[src/rtl/matrix_pkg.sv]
// Shared definitions for the matrix data loader: default geometry, base
// addresses and the loader FSM state encoding.
package matrix_pkg;

    localparam int DEF_DATA_W    = 32;
    localparam int DEF_ADDR_W    = 10;
    localparam int DEF_A_WORDS   = 4;
    localparam int DEF_ROW_WORDS = 7;
    localparam int DEF_N_ROWS    = 28;
    localparam int DEF_A_BASE    = 0;
    localparam int DEF_ROW_BASE  = 16;

    typedef enum logic [2:0] {
        ST_IDLE     = 3'd0,
        ST_LOAD_A   = 3'd1,
        ST_LOAD_ROW = 3'd2,
        ST_WAIT_BUF = 3'd3,
        ST_DONE     = 3'd4
    } state_e;

    function automatic int max_int(input int a, input int b);
        return (a > b) ? a : b;
    endfunction

endpackage

[src/rtl/matrix_data_loader_if.sv]
// Controller/SRAM/ALU-facing signal bundle of the matrix data loader.
// The loader is the slave; the surrounding controller and memory are the master.
interface matrix_data_loader_if
    import matrix_pkg::*;
#(
    parameter int DATA_W    = DEF_DATA_W,
    parameter int ADDR_W    = DEF_ADDR_W,
    parameter int A_WORDS   = DEF_A_WORDS,
    parameter int ROW_WORDS = DEF_ROW_WORDS
);
    logic                          load_A_en;
    logic                          load_en;
    logic                          row_finish;
    logic                          mem_ry;
    logic [DATA_W-1:0]             mem_rdata;
    logic                          mem_en;
    logic [ADDR_W-1:0]             mem_addr;
    logic                          load_A_done;
    logic                          load_done;
    logic [DATA_W*A_WORDS-1:0]     a_data;
    logic [DATA_W*ROW_WORDS-1:0]   row_data;
    logic                          row_valid;

    modport slave (
        input  load_A_en, load_en, row_finish, mem_ry, mem_rdata,
        output mem_en, mem_addr, load_A_done, load_done, a_data, row_data, row_valid
    );

    modport master (
        output load_A_en, load_en, row_finish, mem_ry, mem_rdata,
        input  mem_en, mem_addr, load_A_done, load_done, a_data, row_data, row_valid
    );

endinterface

[src/rtl/row_pingpong_buf.sv]
// Two-entry row buffer: the loader fills buffer[wr_sel] word by word while the
// ALU consumes buffer[rd_sel]; full flags gate both sides.
module row_pingpong_buf #(
    parameter int DATA_W    = 32,
    parameter int ROW_WORDS = 7,
    parameter int IDX_W     = 3
) (
    input  logic                        clk,
    input  logic                        rst,
    input  logic                        clr,
    input  logic                        we,
    input  logic [IDX_W-1:0]            wr_idx,
    input  logic [DATA_W-1:0]           wr_data,
    input  logic                        commit,
    input  logic                        row_finish,
    output logic                        wr_sel,
    output logic [1:0]                  full_nxt,
    output logic                        row_valid,
    output logic [DATA_W*ROW_WORDS-1:0] row_data
);

    logic [DATA_W*ROW_WORDS-1:0] mem_r [2];
    logic [1:0]                  full_r;
    logic                        wr_sel_r;
    logic                        rd_sel_r;
    logic                        rel_s;
    logic [1:0]                  full_nxt_s;

    assign rel_s = row_finish & full_r[rd_sel_r];

    // Next-cycle full flags; a release and a commit on different buffers both apply
    always_comb begin
        full_nxt_s = full_r;
        if (clr) begin
            full_nxt_s = 2'b00;
        end else begin
            if (commit) begin
                full_nxt_s[wr_sel_r] = 1'b1;
            end else begin
                full_nxt_s[wr_sel_r] = full_r[wr_sel_r];
            end
            if (rel_s) begin
                full_nxt_s[rd_sel_r] = 1'b0;
            end else begin
                full_nxt_s[rd_sel_r] = full_nxt_s[rd_sel_r];
            end
        end
    end

    // Full flags and buffer selectors
    always_ff @(posedge clk or negedge rst) begin
        if (!rst) begin
            full_r   <= 2'b00;
            wr_sel_r <= 1'b0;
            rd_sel_r <= 1'b0;
        end else begin
            full_r <= full_nxt_s;
            if (clr) begin
                wr_sel_r <= 1'b0;
                rd_sel_r <= 1'b0;
            end else begin
                if (commit) begin
                    wr_sel_r <= ~wr_sel_r;
                end
                if (rel_s) begin
                    rd_sel_r <= ~rd_sel_r;
                end
            end
        end
    end

    // Row storage write port
    always_ff @(posedge clk or negedge rst) begin
        if (!rst) begin
            mem_r[0] <= '0;
            mem_r[1] <= '0;
        end else if (we && !clr) begin
            mem_r[wr_sel_r][int'(wr_idx)*DATA_W +: DATA_W] <= wr_data;
        end
    end

    assign wr_sel    = wr_sel_r;
    assign full_nxt  = full_nxt_s;
    assign row_valid = full_r[rd_sel_r];
    assign row_data  = mem_r[rd_sel_r];

endmodule

[src/rtl/matrix_data_loader.sv]
// Memory-side responder to the matrix controller: fetches coefficient block A,
// then streams image rows from SRAM into a ping-pong buffer for the ALU.
module matrix_data_loader
    import matrix_pkg::*;
#(
    parameter int DATA_W    = DEF_DATA_W,
    parameter int ADDR_W    = DEF_ADDR_W,
    parameter int A_WORDS   = DEF_A_WORDS,
    parameter int ROW_WORDS = DEF_ROW_WORDS,
    parameter int N_ROWS    = DEF_N_ROWS,
    parameter int A_BASE    = DEF_A_BASE,
    parameter int ROW_BASE  = DEF_ROW_BASE
) (
    input  logic                 clk,
    input  logic                 rst,
    matrix_data_loader_if.slave  bus
);

    localparam int CNT_W  = $clog2(max_int(A_WORDS, ROW_WORDS) + 1);
    localparam int RIDX_W = $clog2(N_ROWS + 1);

    state_e                    state_r;
    state_e                    state_s;
    logic [CNT_W-1:0]          issue_cnt_r;
    logic [CNT_W-1:0]          cap_cnt_r;
    logic [CNT_W-1:0]          words_s;
    logic [RIDX_W-1:0]         row_idx_r;
    logic [RIDX_W-1:0]         row_idx_inc_s;
    logic                      cap_pend_r;
    logic                      mem_en_r;
    logic [ADDR_W-1:0]         mem_addr_r;
    logic [ADDR_W-1:0]         start_addr_s;
    logic                      load_A_done_r;
    logic                      load_done_r;
    logic [DATA_W*A_WORDS-1:0] a_data_r;
    logic                      accept_s;
    logic                      abort_s;
    logic                      capture_s;
    logic                      last_cap_s;
    logic                      a_last_s;
    logic                      row_last_s;
    logic                      start_s;
    logic                      buf_we_s;
    logic                      wr_sel_s;
    logic [1:0]                full_nxt_s;

    // Row start address wraps modulo 2^ADDR_W by truncation
    function automatic logic [ADDR_W-1:0] row_addr(input logic [RIDX_W-1:0] idx);
        logic [31:0] a;
        a = 32'(ROW_BASE) + 32'(idx) * 32'(ROW_WORDS);
        return a[ADDR_W-1:0];
    endfunction

    assign accept_s      = mem_en_r & bus.mem_ry;
    assign abort_s       = (state_r != ST_IDLE) & ~bus.load_en;
    assign capture_s     = cap_pend_r & ~abort_s;
    assign last_cap_s    = capture_s & (cap_cnt_r == (words_s - CNT_W'(1)));
    assign a_last_s      = last_cap_s & (state_r == ST_LOAD_A);
    assign row_last_s    = last_cap_s & (state_r == ST_LOAD_ROW);
    assign buf_we_s      = capture_s & (state_r == ST_LOAD_ROW);
    assign row_idx_inc_s = row_idx_r + RIDX_W'(1);

    // Burst length of the current fetch phase
    always_comb begin
        if (state_r == ST_LOAD_A) begin
            words_s = CNT_W'(A_WORDS);
        end else begin
            words_s = CNT_W'(ROW_WORDS);
        end
    end

    // Next-state and fetch-start decode
    always_comb begin
        state_s      = state_r;
        start_s      = 1'b0;
        start_addr_s = '0;
        if (abort_s) begin
            state_s = ST_IDLE;
        end else begin
            case (state_r)
                ST_IDLE: begin
                    if (bus.load_A_en) begin
                        state_s      = ST_LOAD_A;
                        start_s      = 1'b1;
                        start_addr_s = ADDR_W'(A_BASE);
                    end else begin
                        state_s = ST_IDLE;
                    end
                end
                ST_LOAD_A: begin
                    if (a_last_s) begin
                        state_s      = ST_LOAD_ROW;
                        start_s      = 1'b1;
                        start_addr_s = row_addr(row_idx_r);
                    end else begin
                        state_s = ST_LOAD_A;
                    end
                end
                ST_LOAD_ROW: begin
                    if (!row_last_s) begin
                        state_s = ST_LOAD_ROW;
                    end else if (row_idx_inc_s == RIDX_W'(N_ROWS)) begin
                        state_s = ST_DONE;
                    end else if (full_nxt_s[~wr_sel_s]) begin
                        state_s = ST_WAIT_BUF;
                    end else begin
                        state_s      = ST_LOAD_ROW;
                        start_s      = 1'b1;
                        start_addr_s = row_addr(row_idx_inc_s);
                    end
                end
                ST_WAIT_BUF: begin
                    if (!full_nxt_s[wr_sel_s]) begin
                        state_s      = ST_LOAD_ROW;
                        start_s      = 1'b1;
                        start_addr_s = row_addr(row_idx_r);
                    end else begin
                        state_s = ST_WAIT_BUF;
                    end
                end
                ST_DONE: begin
                    state_s = ST_DONE;
                end
                default: begin
                    state_s = ST_IDLE;
                end
            endcase
        end
    end

    // FSM state register
    always_ff @(posedge clk or negedge rst) begin
        if (!rst) begin
            state_r <= ST_IDLE;
        end else begin
            state_r <= state_s;
        end
    end

    // Read issue, capture tracking and completion pulses; abort drops in-flight data
    always_ff @(posedge clk or negedge rst) begin
        if (!rst) begin
            mem_en_r      <= 1'b0;
            mem_addr_r    <= '0;
            issue_cnt_r   <= '0;
            cap_cnt_r     <= '0;
            cap_pend_r    <= 1'b0;
            row_idx_r     <= '0;
            load_A_done_r <= 1'b0;
            load_done_r   <= 1'b0;
        end else if (abort_s) begin
            mem_en_r      <= 1'b0;
            issue_cnt_r   <= '0;
            cap_cnt_r     <= '0;
            cap_pend_r    <= 1'b0;
            row_idx_r     <= '0;
            load_A_done_r <= 1'b0;
            load_done_r   <= 1'b0;
        end else begin
            cap_pend_r    <= accept_s;
            load_A_done_r <= a_last_s;
            load_done_r   <= row_last_s;
            if (start_s) begin
                mem_en_r    <= 1'b1;
                mem_addr_r  <= start_addr_s;
                issue_cnt_r <= '0;
            end else if (accept_s) begin
                if (issue_cnt_r == (words_s - CNT_W'(1))) begin
                    mem_en_r    <= 1'b0;
                    issue_cnt_r <= '0;
                end else begin
                    issue_cnt_r <= issue_cnt_r + CNT_W'(1);
                    mem_addr_r  <= mem_addr_r + ADDR_W'(1);
                end
            end
            if (capture_s) begin
                if (last_cap_s) begin
                    cap_cnt_r <= '0;
                end else begin
                    cap_cnt_r <= cap_cnt_r + CNT_W'(1);
                end
            end
            if (row_last_s) begin
                row_idx_r <= row_idx_inc_s;
            end
        end
    end

    // Coefficient block; kept across an aborted session
    always_ff @(posedge clk or negedge rst) begin
        if (!rst) begin
            a_data_r <= '0;
        end else if (capture_s && (state_r == ST_LOAD_A)) begin
            a_data_r[int'(cap_cnt_r)*DATA_W +: DATA_W] <= bus.mem_rdata;
        end
    end

    row_pingpong_buf #(
        .DATA_W    (DATA_W),
        .ROW_WORDS (ROW_WORDS),
        .IDX_W     (CNT_W)
    ) u_row_buf (
        .clk        (clk),
        .rst        (rst),
        .clr        (abort_s),
        .we         (buf_we_s),
        .wr_idx     (cap_cnt_r),
        .wr_data    (bus.mem_rdata),
        .commit     (row_last_s),
        .row_finish (bus.row_finish),
        .wr_sel     (wr_sel_s),
        .full_nxt   (full_nxt_s),
        .row_valid  (bus.row_valid),
        .row_data   (bus.row_data)
    );

    assign bus.mem_en      = mem_en_r;
    assign bus.mem_addr    = mem_addr_r;
    assign bus.load_A_done = load_A_done_r;
    assign bus.load_done   = load_done_r;
    assign bus.a_data      = a_data_r;

endmodule

[src/flat_wrapper.sv]
// flat-port wrapper written by rule: the top's interface ports become plain ports
module matrix_data_loader_flat import matrix_pkg::*;
#(
    parameter int DATA_W    = DEF_DATA_W,
    parameter int ADDR_W    = DEF_ADDR_W,
    parameter int A_WORDS   = DEF_A_WORDS,
    parameter int ROW_WORDS = DEF_ROW_WORDS,
    parameter int N_ROWS    = DEF_N_ROWS,
    parameter int A_BASE    = DEF_A_BASE,
    parameter int ROW_BASE  = DEF_ROW_BASE
)
  (clk, rst, bus_load_A_en, bus_load_en, bus_row_finish, bus_mem_ry, bus_mem_rdata, bus_mem_en, bus_mem_addr, bus_load_A_done, bus_load_done, bus_a_data, bus_row_data, bus_row_valid);
  matrix_data_loader_if #(.DATA_W(DATA_W), .ADDR_W(ADDR_W), .A_WORDS(A_WORDS), .ROW_WORDS(ROW_WORDS)) bus_i ();
  input  logic clk;
  input  logic rst;
  input wire logic [$bits(bus_i.load_A_en)-1:0] bus_load_A_en;
  input wire logic [$bits(bus_i.load_en)-1:0] bus_load_en;
  input wire logic [$bits(bus_i.row_finish)-1:0] bus_row_finish;
  input wire logic [$bits(bus_i.mem_ry)-1:0] bus_mem_ry;
  input wire logic [$bits(bus_i.mem_rdata)-1:0] bus_mem_rdata;
  output wire logic [$bits(bus_i.mem_en)-1:0] bus_mem_en;
  output wire logic [$bits(bus_i.mem_addr)-1:0] bus_mem_addr;
  output wire logic [$bits(bus_i.load_A_done)-1:0] bus_load_A_done;
  output wire logic [$bits(bus_i.load_done)-1:0] bus_load_done;
  output wire logic [$bits(bus_i.a_data)-1:0] bus_a_data;
  output wire logic [$bits(bus_i.row_data)-1:0] bus_row_data;
  output wire logic [$bits(bus_i.row_valid)-1:0] bus_row_valid;
  assign bus_i.load_A_en = bus_load_A_en;
  assign bus_i.load_en = bus_load_en;
  assign bus_i.row_finish = bus_row_finish;
  assign bus_i.mem_ry = bus_mem_ry;
  assign bus_i.mem_rdata = bus_mem_rdata;
  assign bus_mem_en = bus_i.mem_en;
  assign bus_mem_addr = bus_i.mem_addr;
  assign bus_load_A_done = bus_i.load_A_done;
  assign bus_load_done = bus_i.load_done;
  assign bus_a_data = bus_i.a_data;
  assign bus_row_data = bus_i.row_data;
  assign bus_row_valid = bus_i.row_valid;
  matrix_data_loader #(.DATA_W(DATA_W), .ADDR_W(ADDR_W), .A_WORDS(A_WORDS), .ROW_WORDS(ROW_WORDS), .N_ROWS(N_ROWS), .A_BASE(A_BASE), .ROW_BASE(ROW_BASE)) u_core (.clk(clk), .rst(rst), .bus(bus_i));
endmodule
[config.mk]
export PLATFORM = sky130hd
export DESIGN_NAME = matrix_data_loader_flat
export DESIGN_NICKNAME = d
export VERILOG_FILES = /design/src/rtl/matrix_pkg.sv /design/src/rtl/matrix_data_loader_if.sv /design/src/rtl/row_pingpong_buf.sv /design/src/rtl/matrix_data_loader.sv /design/src/flat_wrapper.sv
export SDC_FILE = /design/constraint.sdc
export NUM_CORES = 1
export LEC_CHECK = 0
export ABC_AREA = 1
export CAP_MARGIN = 0
export CORE_MARGIN = 4
export CORE_UTILIZATION = 55
export CTS_BUF_LIST = sky130_fd_sc_hd__clkbuf_4 sky130_fd_sc_hd__clkbuf_8 sky130_fd_sc_hd__clkbuf_16
export DETAILED_ROUTE_END_ITERATION = 16
export HOLD_SLACK_MARGIN = 0.02
export PLACE_DENSITY = 0.81
export SLEW_MARGIN = 0
export SYNTH_ARGS = -nofsm -noshare
export SYNTH_HDL_FRONTEND = slang
export SYNTH_SLANG_ARGS = --single-unit
export TNS_END_PERCENT = 50
[constraint.sdc]
create_clock -name clk -period 5.15 [get_ports clk]
set_input_delay 0.515 -clock clk [delete_from_list [all_inputs] [get_ports clk]]
set_output_delay 0.515 -clock clk [all_outputs]
set_load 0.005 [all_outputs]
==> metrics.md <==
| Metric | Value |
|---|---|
| Critical Path RT | `5670 ps` |
| Worst min path class | `register to register` |
| CP Capture Type | `register` |
| Clock Latency Late Sink | `630 ps` |
| Unrepaired setup endpoints after global routing | `no` |
| Cells after DPL | `4109` |
| Port bufs | `403` |
| Ports | `404` |
| Grt total ovfl | `0` |
| Maximum clock frequency | `255 MHz` |
| Clock buffer count from CTS | `61` |
| Area Growth Syn to Fin | `24.5%` |
| DRC violations left | `0` |
| Final min period | `3920 ps` |
| Die Y | `229 microns` |
| Fin cells | `4220` |
| Synth Instances | `3255` |
| Initial antenna violation count | `1` |
| Main flop type after synthesis | `dfrtp_1` |
| CTS tree | `built` |
| Vias per cell | `5.62` |
| Fillers | `3736` |
| Vias in the first global route | `22178` |
| Final worst-path setup slack | `1230 ps` |
| DR vias | `23732` |
| Global-route wire length before repair | `129000 microns` |
| Post-route ant nets | `0` |
| Placer Congestion | `0.844` |
| Pin count of the biggest net entering global routing | `154` |
| Worst IR Drop VDD | `0.278 mV` |
| Place WS | `1320 ps` |
| Seq cells post-synth | `608` |
| Syn_area_per_cell | `8.25 sq um` |
| Most frequent cells in the layout | `nand2_1, dfrtp_1, o21ai_0` |
| Post-CTS Setup Bufs | `0` |
| PostCTS Resize Cnt | `0` |
| Startpoint Class | `register` |
| Max-slew violations | `0` |
| Iteration-0 DRC Markers | `2974` |
| Layout cell share with drive strength beyond 1 | `5.19%` |
| Critical path class | `register to register` |
| TNS Setup | `0 ps` |
| Final setup fails | `0` |
| Worst EP arrival | `4450 ps` |
| Worst-path fanout max | `64` |
| Power per cell area | `362 nW/um^2` |
| Total GRT Usage | `31.2%` |
| Async SR Flop Fraction | `100%` |
| Clk pin slew, worst setup/hold paths | `60 ps` |
| FP Rows | `80` |
| Synth warnings | `0` |
| Final Cycle Share | `76.2%` |
| Clock sinks | `608` |
| CTS Root Cell | `clkbuf_16` |
| Initial Utilization | `55.9%` |
| Distinct cells, synth | `40` |
| Register area share after synthesis | `56.7%` |
| Actual slew at the worst max-slew pin | `1190 ps` |
| Core Area | `48000 sq um` |
| N_diodes | `0` |
| Die area | `52400 sq um` |
| CTS H-Tree Depth | `2` |
| Pre-antenna DRT Iters | `6` |
| WL final | `83600 microns` |
| Post-Syn Area | `26900 sq um` |
| Clock Skew | `16.1 ps` |
| Maxcap violations | `0` |
| Most common cell after layout, fill and taps aside | `nand2_1` |
| EDFF count, synth | `0` |
| Max-slew headroom | `20.5%` |
| Final hold vios | `0` |
| Nets | `3637` |
| Die X | `229 microns` |
| Post-DP HPWL | `54600 microns` |
| Synthesized Nets | `3334` |
| Leak Pwr | `16.0 nW` |
| Status | `finished, final reports clean` |
| WL per Instance | `19.8 microns` |
| Clk buf depth | `3` |
-- per-stage QoR --
step / hold slack (ps) / utilization (%) / total power [W] / instance area, sq um
after floorplan: 219 / - / 0.00632 / 26900
after global placement: 455 / 65.0 / 0.00731 / 31200
after global routing: 495 / 69.6 / 0.0125 / 33400
final: 471 / 69.6 / 0.0121 / 33400
after CTS: 476 / 69.6 / 0.0121 / 33400
after detailed placement: 458 / 65.0 / 0.00735 / 31200
-- Yosys cell counts, drive strengths merged (3+ instances only) --
cell    count  share of area, %
a21oi      30              0.56
clkbuf    181               2.5
dfrtp     608                57
nor3b       3             0.084
ha         34               1.6
o21ai     511               9.5
fa          7              0.52
inv       167               2.3
nor2      152               2.3
o41ai      30              0.98
o31ai      20              0.56
xor2       16              0.52
xnor2       6              0.20
nand3      62               1.3
nand2    1404                20
buf         7              0.12
-- where the power goes --
group	leakage, nW	internal (W)	total [W]	switching, W
Sequential	8.35	0.00498	0.00518	0.000203
Combinational	6.56	0.000675	0.00212	0.00145
Clock	1.08	0.00287	0.00479	0.00192
-- registers in the layout (all words and copies together), names as in the netlist --
register	count
u_core.state_r	3
u_core.cap_pend_r	1
u_core.bus.load_done	1
u_core.bus.mem_en	1
u_core.u_row_buf.rd_sel_r	1
u_core.u_row_buf.full_r	2
u_core.bus.mem_addr	10
u_core.u_row_buf.wr_sel	1
u_core.issue_cnt_r	3
u_core.u_row_buf.mem_r	448
u_core.bus.a_data	128
u_core.cap_cnt_r	3
u_core.bus.load_A_done	1
u_core.row_idx_r	5
-- path summary, 6_finish.rpt --
kind	slack (ps)	from	cells after the start	to
min in group asynchronous	540	rst	2	u_core.u_row_buf.mem_r[307]
max in group asynchronous	3270	rst	3	u_core.bus.a_data[4]
min reg2reg	470	u_core.bus.a_data[106]	2	u_core.bus.a_data[106]
max	1230	u_core.cap_cnt_r[0]	9	u_core.u_row_buf.mem_r[382]
min	470	u_core.bus.a_data[106]	2	u_core.bus.a_data[106]
max reg2reg	1230	u_core.cap_cnt_r[0]	9	u_core.u_row_buf.mem_r[382]
-- final cells by class --
| class | count | area, sq um | area share (%) |
|---|---|---|---|
| well taps | 615 | 769 | 2.30 |
| multi-input cells | 2291 | 10300 | 30.9 |
| clock buffers | 89 | 1830 | 5.47 |
| inverters | 168 | 636 | 1.90 |
| flip-flops and latches | 608 | 15200 | 45.5 |
| repair buffers | 428 | 4290 | 12.8 |
| clock inverters | 21 | 353 | 1.06 |
-- cell families (layout without fill, tap and decap cells) --
kind of cell	Yosys count	count (layout)	synth area share, %
buffers and inverters	356	706	4.99
adders and majority gates	41	41	2.11
xor gates and xnor gates	22	22	0.717
and+or+nand+nor	1630	1630	23.7
DFF	608	608	56.7
AOI/OAI and AO/OA	598	598	11.8
-- what timing repair did --
item / 4_1_cts / 5_1_grt
hold buffers: 1 / 0
hold endpoints to repair: 101 / 0
endpoints found under the setup margin: 0 / 0
-- per-layer routing --
| layer | GRT usage (%) | part of all wire [%] |
|---|---|---|
| met1 | 44.4 | 41 |
| met2 | 46.8 | 45 |
| met3 | 7.16 | 9.3 |
| met4 | 12.5 | 4.5 |
| met5 | 0 | 0.019 |
-- critical path, stage by stage (launching register included) --
cell,delay (ps)
dfrtp_1,610
inv_1,420
ha_1,340
ha_1,230
inv_2,60
buf_4,470
nand3_1,220
nor3_1,310
nand2_2,660
o21ai_0,440
Power figures use the tool's default switching activity.
